--- src/rtl/branch_predict_unit_pkg.sv ---
// Shared definitions for the branch predict unit.
// Contents: funct3 branch encodings, 2-bit counter state constants and the
// saturating counter update helper.
package branch_predict_unit_pkg;

  // Conditional branch funct3 encodings
  localparam logic [2:0] F3_BEQ  = 3'b000;
  localparam logic [2:0] F3_BNE  = 3'b001;
  localparam logic [2:0] F3_RSV2 = 3'b010;
  localparam logic [2:0] F3_RSV3 = 3'b011;
  localparam logic [2:0] F3_BLT  = 3'b100;
  localparam logic [2:0] F3_BGE  = 3'b101;
  localparam logic [2:0] F3_BLTU = 3'b110;
  localparam logic [2:0] F3_BGEU = 3'b111;

  // 2-bit predictor counter states
  localparam logic [1:0] CNT_SNT = 2'b00;
  localparam logic [1:0] CNT_WNT = 2'b01;
  localparam logic [1:0] CNT_WT  = 2'b10;
  localparam logic [1:0] CNT_ST  = 2'b11;

  // Saturating step toward taken / not-taken
  function automatic logic [1:0] sat_update(input logic [1:0] cnt, input logic taken);
    logic [1:0] res;
    res = cnt;
    if (taken) begin
      if (cnt != CNT_ST) res = cnt + 2'd1;
    end else begin
      if (cnt != CNT_SNT) res = cnt - 2'd1;
    end
    return res;
  endfunction

endpackage

--- src/rtl/branch_predict_unit_cond_eval.sv ---
// Branch outcome decode: turns funct3 plus ALU flags into taken / not taken.
// Ports: funct3 (branch type), zero (ALU zero), lt (ALU less-than),
//        taken (combinational outcome).
module branch_cond_eval
  import branch_predict_unit_pkg::*;
(
  input  logic [2:0] funct3,
  input  logic       zero,
  input  logic       lt,
  output logic       taken
);

  always_comb begin
    taken = 1'b0;
    case (funct3)
      F3_BEQ:           taken = zero;
      F3_BNE:           taken = !zero;
      F3_BLT, F3_BLTU:  taken = lt;
      F3_BGE, F3_BGEU:  taken = !lt;
      // reserved encodings resolve as not taken
      default:          taken = 1'b0;
    endcase
  end

endmodule

--- src/rtl/branch_predict_unit.sv ---
// Bimodal branch predictor with mispredict redirect and performance counters.
// Ports: clk/reset (async active-high); f_pc -> f_pred_taken (combinational
//        lookup); ex_* resolve the EX-stage branch; redirect/redirect_pc are
//        the registered correction; branch_cnt/mispred_cnt are saturating
//        event counters.
module branch_predict_unit
  import branch_predict_unit_pkg::*;
#(
  parameter int unsigned XLEN        = 32,
  parameter int unsigned BHT_ENTRIES = 64,
  parameter int unsigned CNT_W       = 32
) (
  input  logic             clk,
  input  logic             reset,
  input  logic [XLEN-1:0]  f_pc,
  output logic             f_pred_taken,
  input  logic             ex_valid,
  input  logic             ex_is_branch,
  input  logic [2:0]       ex_funct3,
  input  logic             ex_zero,
  input  logic             ex_lt,
  input  logic [XLEN-1:0]  ex_pc,
  input  logic [XLEN-1:0]  ex_target,
  input  logic             ex_pred_taken,
  output logic             redirect,
  output logic [XLEN-1:0]  redirect_pc,
  output logic [CNT_W-1:0] branch_cnt,
  output logic [CNT_W-1:0] mispred_cnt
);

  localparam int unsigned IDX_W = $clog2(BHT_ENTRIES);

  logic [1:0]       bht [BHT_ENTRIES];
  logic [IDX_W-1:0] f_idx;
  logic [IDX_W-1:0] ex_idx;
  logic             taken;
  logic             resolve;
  logic             mispred;
  logic [XLEN-1:0]  correct_pc;

  // Only the word-index bits of the fetch PC address the table
  logic unused_fpc_bits;
  assign unused_fpc_bits = ^{f_pc[XLEN-1:IDX_W+2], f_pc[1:0]};

  assign f_idx  = f_pc[IDX_W+1:2];
  assign ex_idx = ex_pc[IDX_W+1:2];

  // Lookup reads the registered table, so a same-cycle update is not seen
  assign f_pred_taken = bht[f_idx][1];

  branch_cond_eval u_cond (
    .funct3 (ex_funct3),
    .zero   (ex_zero),
    .lt     (ex_lt),
    .taken  (taken)
  );

  // The instruction in EX during a redirect cycle is wrong-path and ignored
  assign resolve    = ex_valid && ex_is_branch && !redirect;
  assign mispred    = resolve && (taken != ex_pred_taken);
  assign correct_pc = taken ? ex_target : (ex_pc + XLEN'(4));

  // Predictor table
  always_ff @(posedge clk or posedge reset) begin
    if (reset) begin
      for (int unsigned i = 0; i < BHT_ENTRIES; i++) bht[i] <= CNT_WNT;
    end else if (resolve) begin
      bht[ex_idx] <= sat_update(bht[ex_idx], taken);
    end
  end

  // Redirect register; redirect_pc holds between mispredicts
  always_ff @(posedge clk or posedge reset) begin
    if (reset) begin
      redirect    <= 1'b0;
      redirect_pc <= '0;
    end else begin
      redirect <= mispred;
      if (mispred) redirect_pc <= correct_pc;
    end
  end

  // Saturating performance counters
  always_ff @(posedge clk or posedge reset) begin
    if (reset) begin
      branch_cnt  <= '0;
      mispred_cnt <= '0;
    end else begin
      if (resolve && (branch_cnt != '1))  branch_cnt  <= branch_cnt + CNT_W'(1);
      if (mispred && (mispred_cnt != '1)) mispred_cnt <= mispred_cnt + CNT_W'(1);
    end
  end

endmodule

--- config.mk ---
export PLATFORM = sky130hd
export DESIGN_NAME = branch_predict_unit
export DESIGN_NICKNAME = d
export VERILOG_FILES = /design/src/rtl/branch_predict_unit_pkg.sv /design/src/rtl/branch_predict_unit_cond_eval.sv /design/src/rtl/branch_predict_unit.sv
export SDC_FILE = /design/constraint.sdc
export NUM_CORES = 1
export LEC_CHECK = 0
export CAP_MARGIN = 20
export CORE_MARGIN = 2
export CORE_UTILIZATION = 56
export CTS_CLUSTER_SIZE = 28
export DETAILED_ROUTE_END_ITERATION = 8
export DONT_BUFFER_PORTS = 1
export PLACE_DENSITY = 0.72
export SKIP_LAST_GASP = 1
export SLEW_MARGIN = 10
export SYNTH_ARGS = -nofsm -noshare
export SYNTH_HDL_FRONTEND = slang
export SYNTH_SLANG_ARGS = --single-unit
--- constraint.sdc ---
create_clock -name clk -period 14.5 [get_ports clk]
set_input_delay 1.45 -clock clk [delete_from_list [all_inputs] [get_ports clk]]
set_output_delay 1.45 -clock clk [all_outputs]
set_load 0.1 [all_outputs]
==> impl_metrics.toml <==
[clock_tree]
worst_skew_pair.late_latency_ns = 0.53
cts.sinks = 225
clock_path_buffers = 3
h-tree-depth = 1
tritoncts = "yes"
cts_post_setup_buffers_inserted = 0
cts_made_buffers = 24
clockRootBuffer = "clkbuf_16"
cts-resized-gates = 0
cts_hold_buf = 0
clk_pin_slew_worst_paths_ns = 0.06

[yosys]
synthFlopType = "dfrtp_1"
ys_seq_area_share_pct = 48.3
ys_warn_count = 0
synth_cell_type_count = 56
async_reset_ff_share_pct = 100
syn-num-nets = 1279
syn_inst = 1170
ys_ff_latch = 225
avgSynthCellArea_sq_um = 10.1
syn_area_sq_um = 11800
synth_edf_count = 0

[timing]
final-max-slew-violation-count = 0
fin_tns_setup_ns = 0
fmax_mhz = 212
setup_viol = 0
period_minus_slack_ns = 4.72
post-route-period-util_pct = 32.5
hold_violations = 0
tightest_slew_ns = 1.09
maxSlewHeadroom_pct = 27.2
rsz0062_at_grt = "no"
skew_ns = 0.0251

[detailed_routing]
dr_total_vias = 8731
drt-pass1-iter-count = 5
via_per_inst = 6.07
drc = 0
routed_wl_um = 29200
drt-initial-drc-count = 730
detail-route-antenna-nets = 0
detail_route.wl_per_cell_um = 20.3

[setup_path]
slowest_stage = "mux4_2"
endpoint_kind = "output pin"
cpLargestDelayFamily = "multiplexers"
cp.arrival_ns = 3.27
path_buf_inv = 0
path_depth = 3
r2r-start = "branch_cnt[13]"
required_ns = 13.05
timing.critical_path.cells = "mux4_2 > mux4_2 > mux4_2"
critPathMaxStageDelay_ns = 0.78
critical_path_class = "input pin to output pin"
rr_endpoint = "branch_cnt[17]"
reg2reg_slack_ns = 10.98
worstSetupStartpoint = "f_pc[2]"
r2r_cells = 7
cp-endpoint = "f_pred_taken"
worst_path_most_repeated_cell = "mux4_2"
crit_fanout = 16
worstSetupStartpointType = "input pin"

[die]
rows = 53
die-area_sq_um = 22300
die_h_um = 149
start_util_pct = 56.6
core_sq_um = 20900
ios = 204
die_w_um = 149

[status]
status = "finished, final reports clean"

[global_route]
grt_pass1_wl_um = 45900
gr-total-overflow = 0
grt_antenna_before_repair = 0
track_usage_pct = 26.1
grt_pass1_vias = 8429
grt_max_degree = 149

[finish]
nFillCells = 1739
final_common_cell = "nor2_1"
num-nets-final = 1256
mostFrequentLayoutCells = "236 x nor2_1, 161 x dfrtp_1, 84 x nand2_1"
areaGrowthSynthToFinish_pct = 7.54
antenna_cells = 0
drive_gt1_share_pct = 18.4

[power_and_ir_drop]
fin_total_pwr_uw = 2000
vdd_drop_max_mv = 0.0946
p_leak_uw = 0.00533
power.density_nw_per_um2 = 157

[placed_design]
place_congestion = 0.872
port_buffers = 0
dp_hpwl_um = 19500

[hold_path]
hold_class = "flip-flop to flip-flop"
min_from = "bht[56]"

[run]
max_cap_violations = 0
## Yosys cell counts, drive strengths merged, types with 3 or more instances
master  count  share of area [%]
and4        9               0.67
inv        22               0.70
nand2b      3               0.16
nand3      40                1.7
mux4       35                6.7
ha          3               0.32
dfrtp     161                 34
a21o        4               0.25
nand4      23                1.2
xor2       53                3.9
nor2b       5               0.26
a21oi     137                8.3
a22oi       4               0.25
clkbuf     21               0.67
or3         3               0.16
nor2      236                7.5
nor4        7               0.37
dfstp      64                 14
nor3       17               0.72
xnor2      38                2.8
nand2      84                2.7
and2        6               0.32
o21ai      57                2.4
nand3b      7               0.44
o22ai       5               0.26
buf        33                1.9
mux2i      39                3.3
and3       17               0.90
mux2        5               0.48
or4         4               0.25
## layer usage
metal  GRT usage [%]  part of all wire, %  vias to the layer above  wire [um]
li1                -                    -                     4057          -
met1            35.2                   41                     4269      12000
met2            42.5                   46                      355      13600
met3            6.91                   10                       50       2970
met4            6.48                  2.5                        0        726
met5               0                    0                        -          0
## where the power goes
group	switching [uW]	leakage, uW	internal, uW
registers	401	0.00276	729
logic	143	0.00219	109
clock network	250	0.000387	367
total	794	0.00533	1200
## area by class of cell
type                       instances  area, sq um  share of cell area (%)
multi-input combinational        869         5730                    45.1
sequential                       225         5710                    44.9
clock buffer                      36          696                    5.47
tap                              275          344                    2.71
clock inverter                     7         98.8                   0.778
inverter                          22         90.1                   0.709
timing repair buffer               5         37.5                   0.295
## worst min-delay path by stage
stage / cells after the start / to / slack, ns
floorplan: 2 / bht[56] / 0.48
global placement: 2 / bht[60] / 0.49
detailed placement: 2 / bht[56] / 0.49
CTS: 2 / bht[56] / 0.50
global route: 2 / bht[120] / 0.53
finish: 2 / bht[56] / 0.51
## kinds of logic (layout without fill, tap and decap cells)
group / count (synthesis) / after routing / share of synthesized area [%]
compound gates: 225 / 225 / 12.8
xor+xnor: 91 / 91 / 6.75
fa+ha+maj: 5 / 5 / 0.498
buf+inv: 76 / 70 / 3.27
flops: 225 / 225 / 48.3
mux: 79 / 79 / 10.5
simple gates: 469 / 469 / 17.9
## per-stage QoR
stage	hold slack [ns]	utilization, %	cell area (sq um)	setup slack [ns]	instances
2_1_floorplan	0.479	-	11800	6.99	1170
3_3_place_gp	0.488	57.0	11900	9.79	1396
3_5_place_dp	0.492	57.0	11900	9.79	1396
4_1_cts	0.504	60.8	12700	9.78	1439
5_1_grt	0.533	60.8	12700	9.79	1439
6_report	0.505	60.8	12700	9.78	1439
## worst register-to-register path, delay by kind of cell, from the launching register on
family / cells / cell delay (ns)
AND/OR/NAND/NOR: 5 / 1.80
flip-flops: 1 / 1.04
AO/OA/AOI/OAI: 1 / 0.37
XOR/XNOR: 1 / 0.15
## state kept, by name, indices dropped and copies added, names as in the netlist
signal / flops
mispred_cnt: 32
bht: 128
branch_cnt: 32
redirect: 1
redirect_pc: 32
Power figures use the tool's default switching activity.
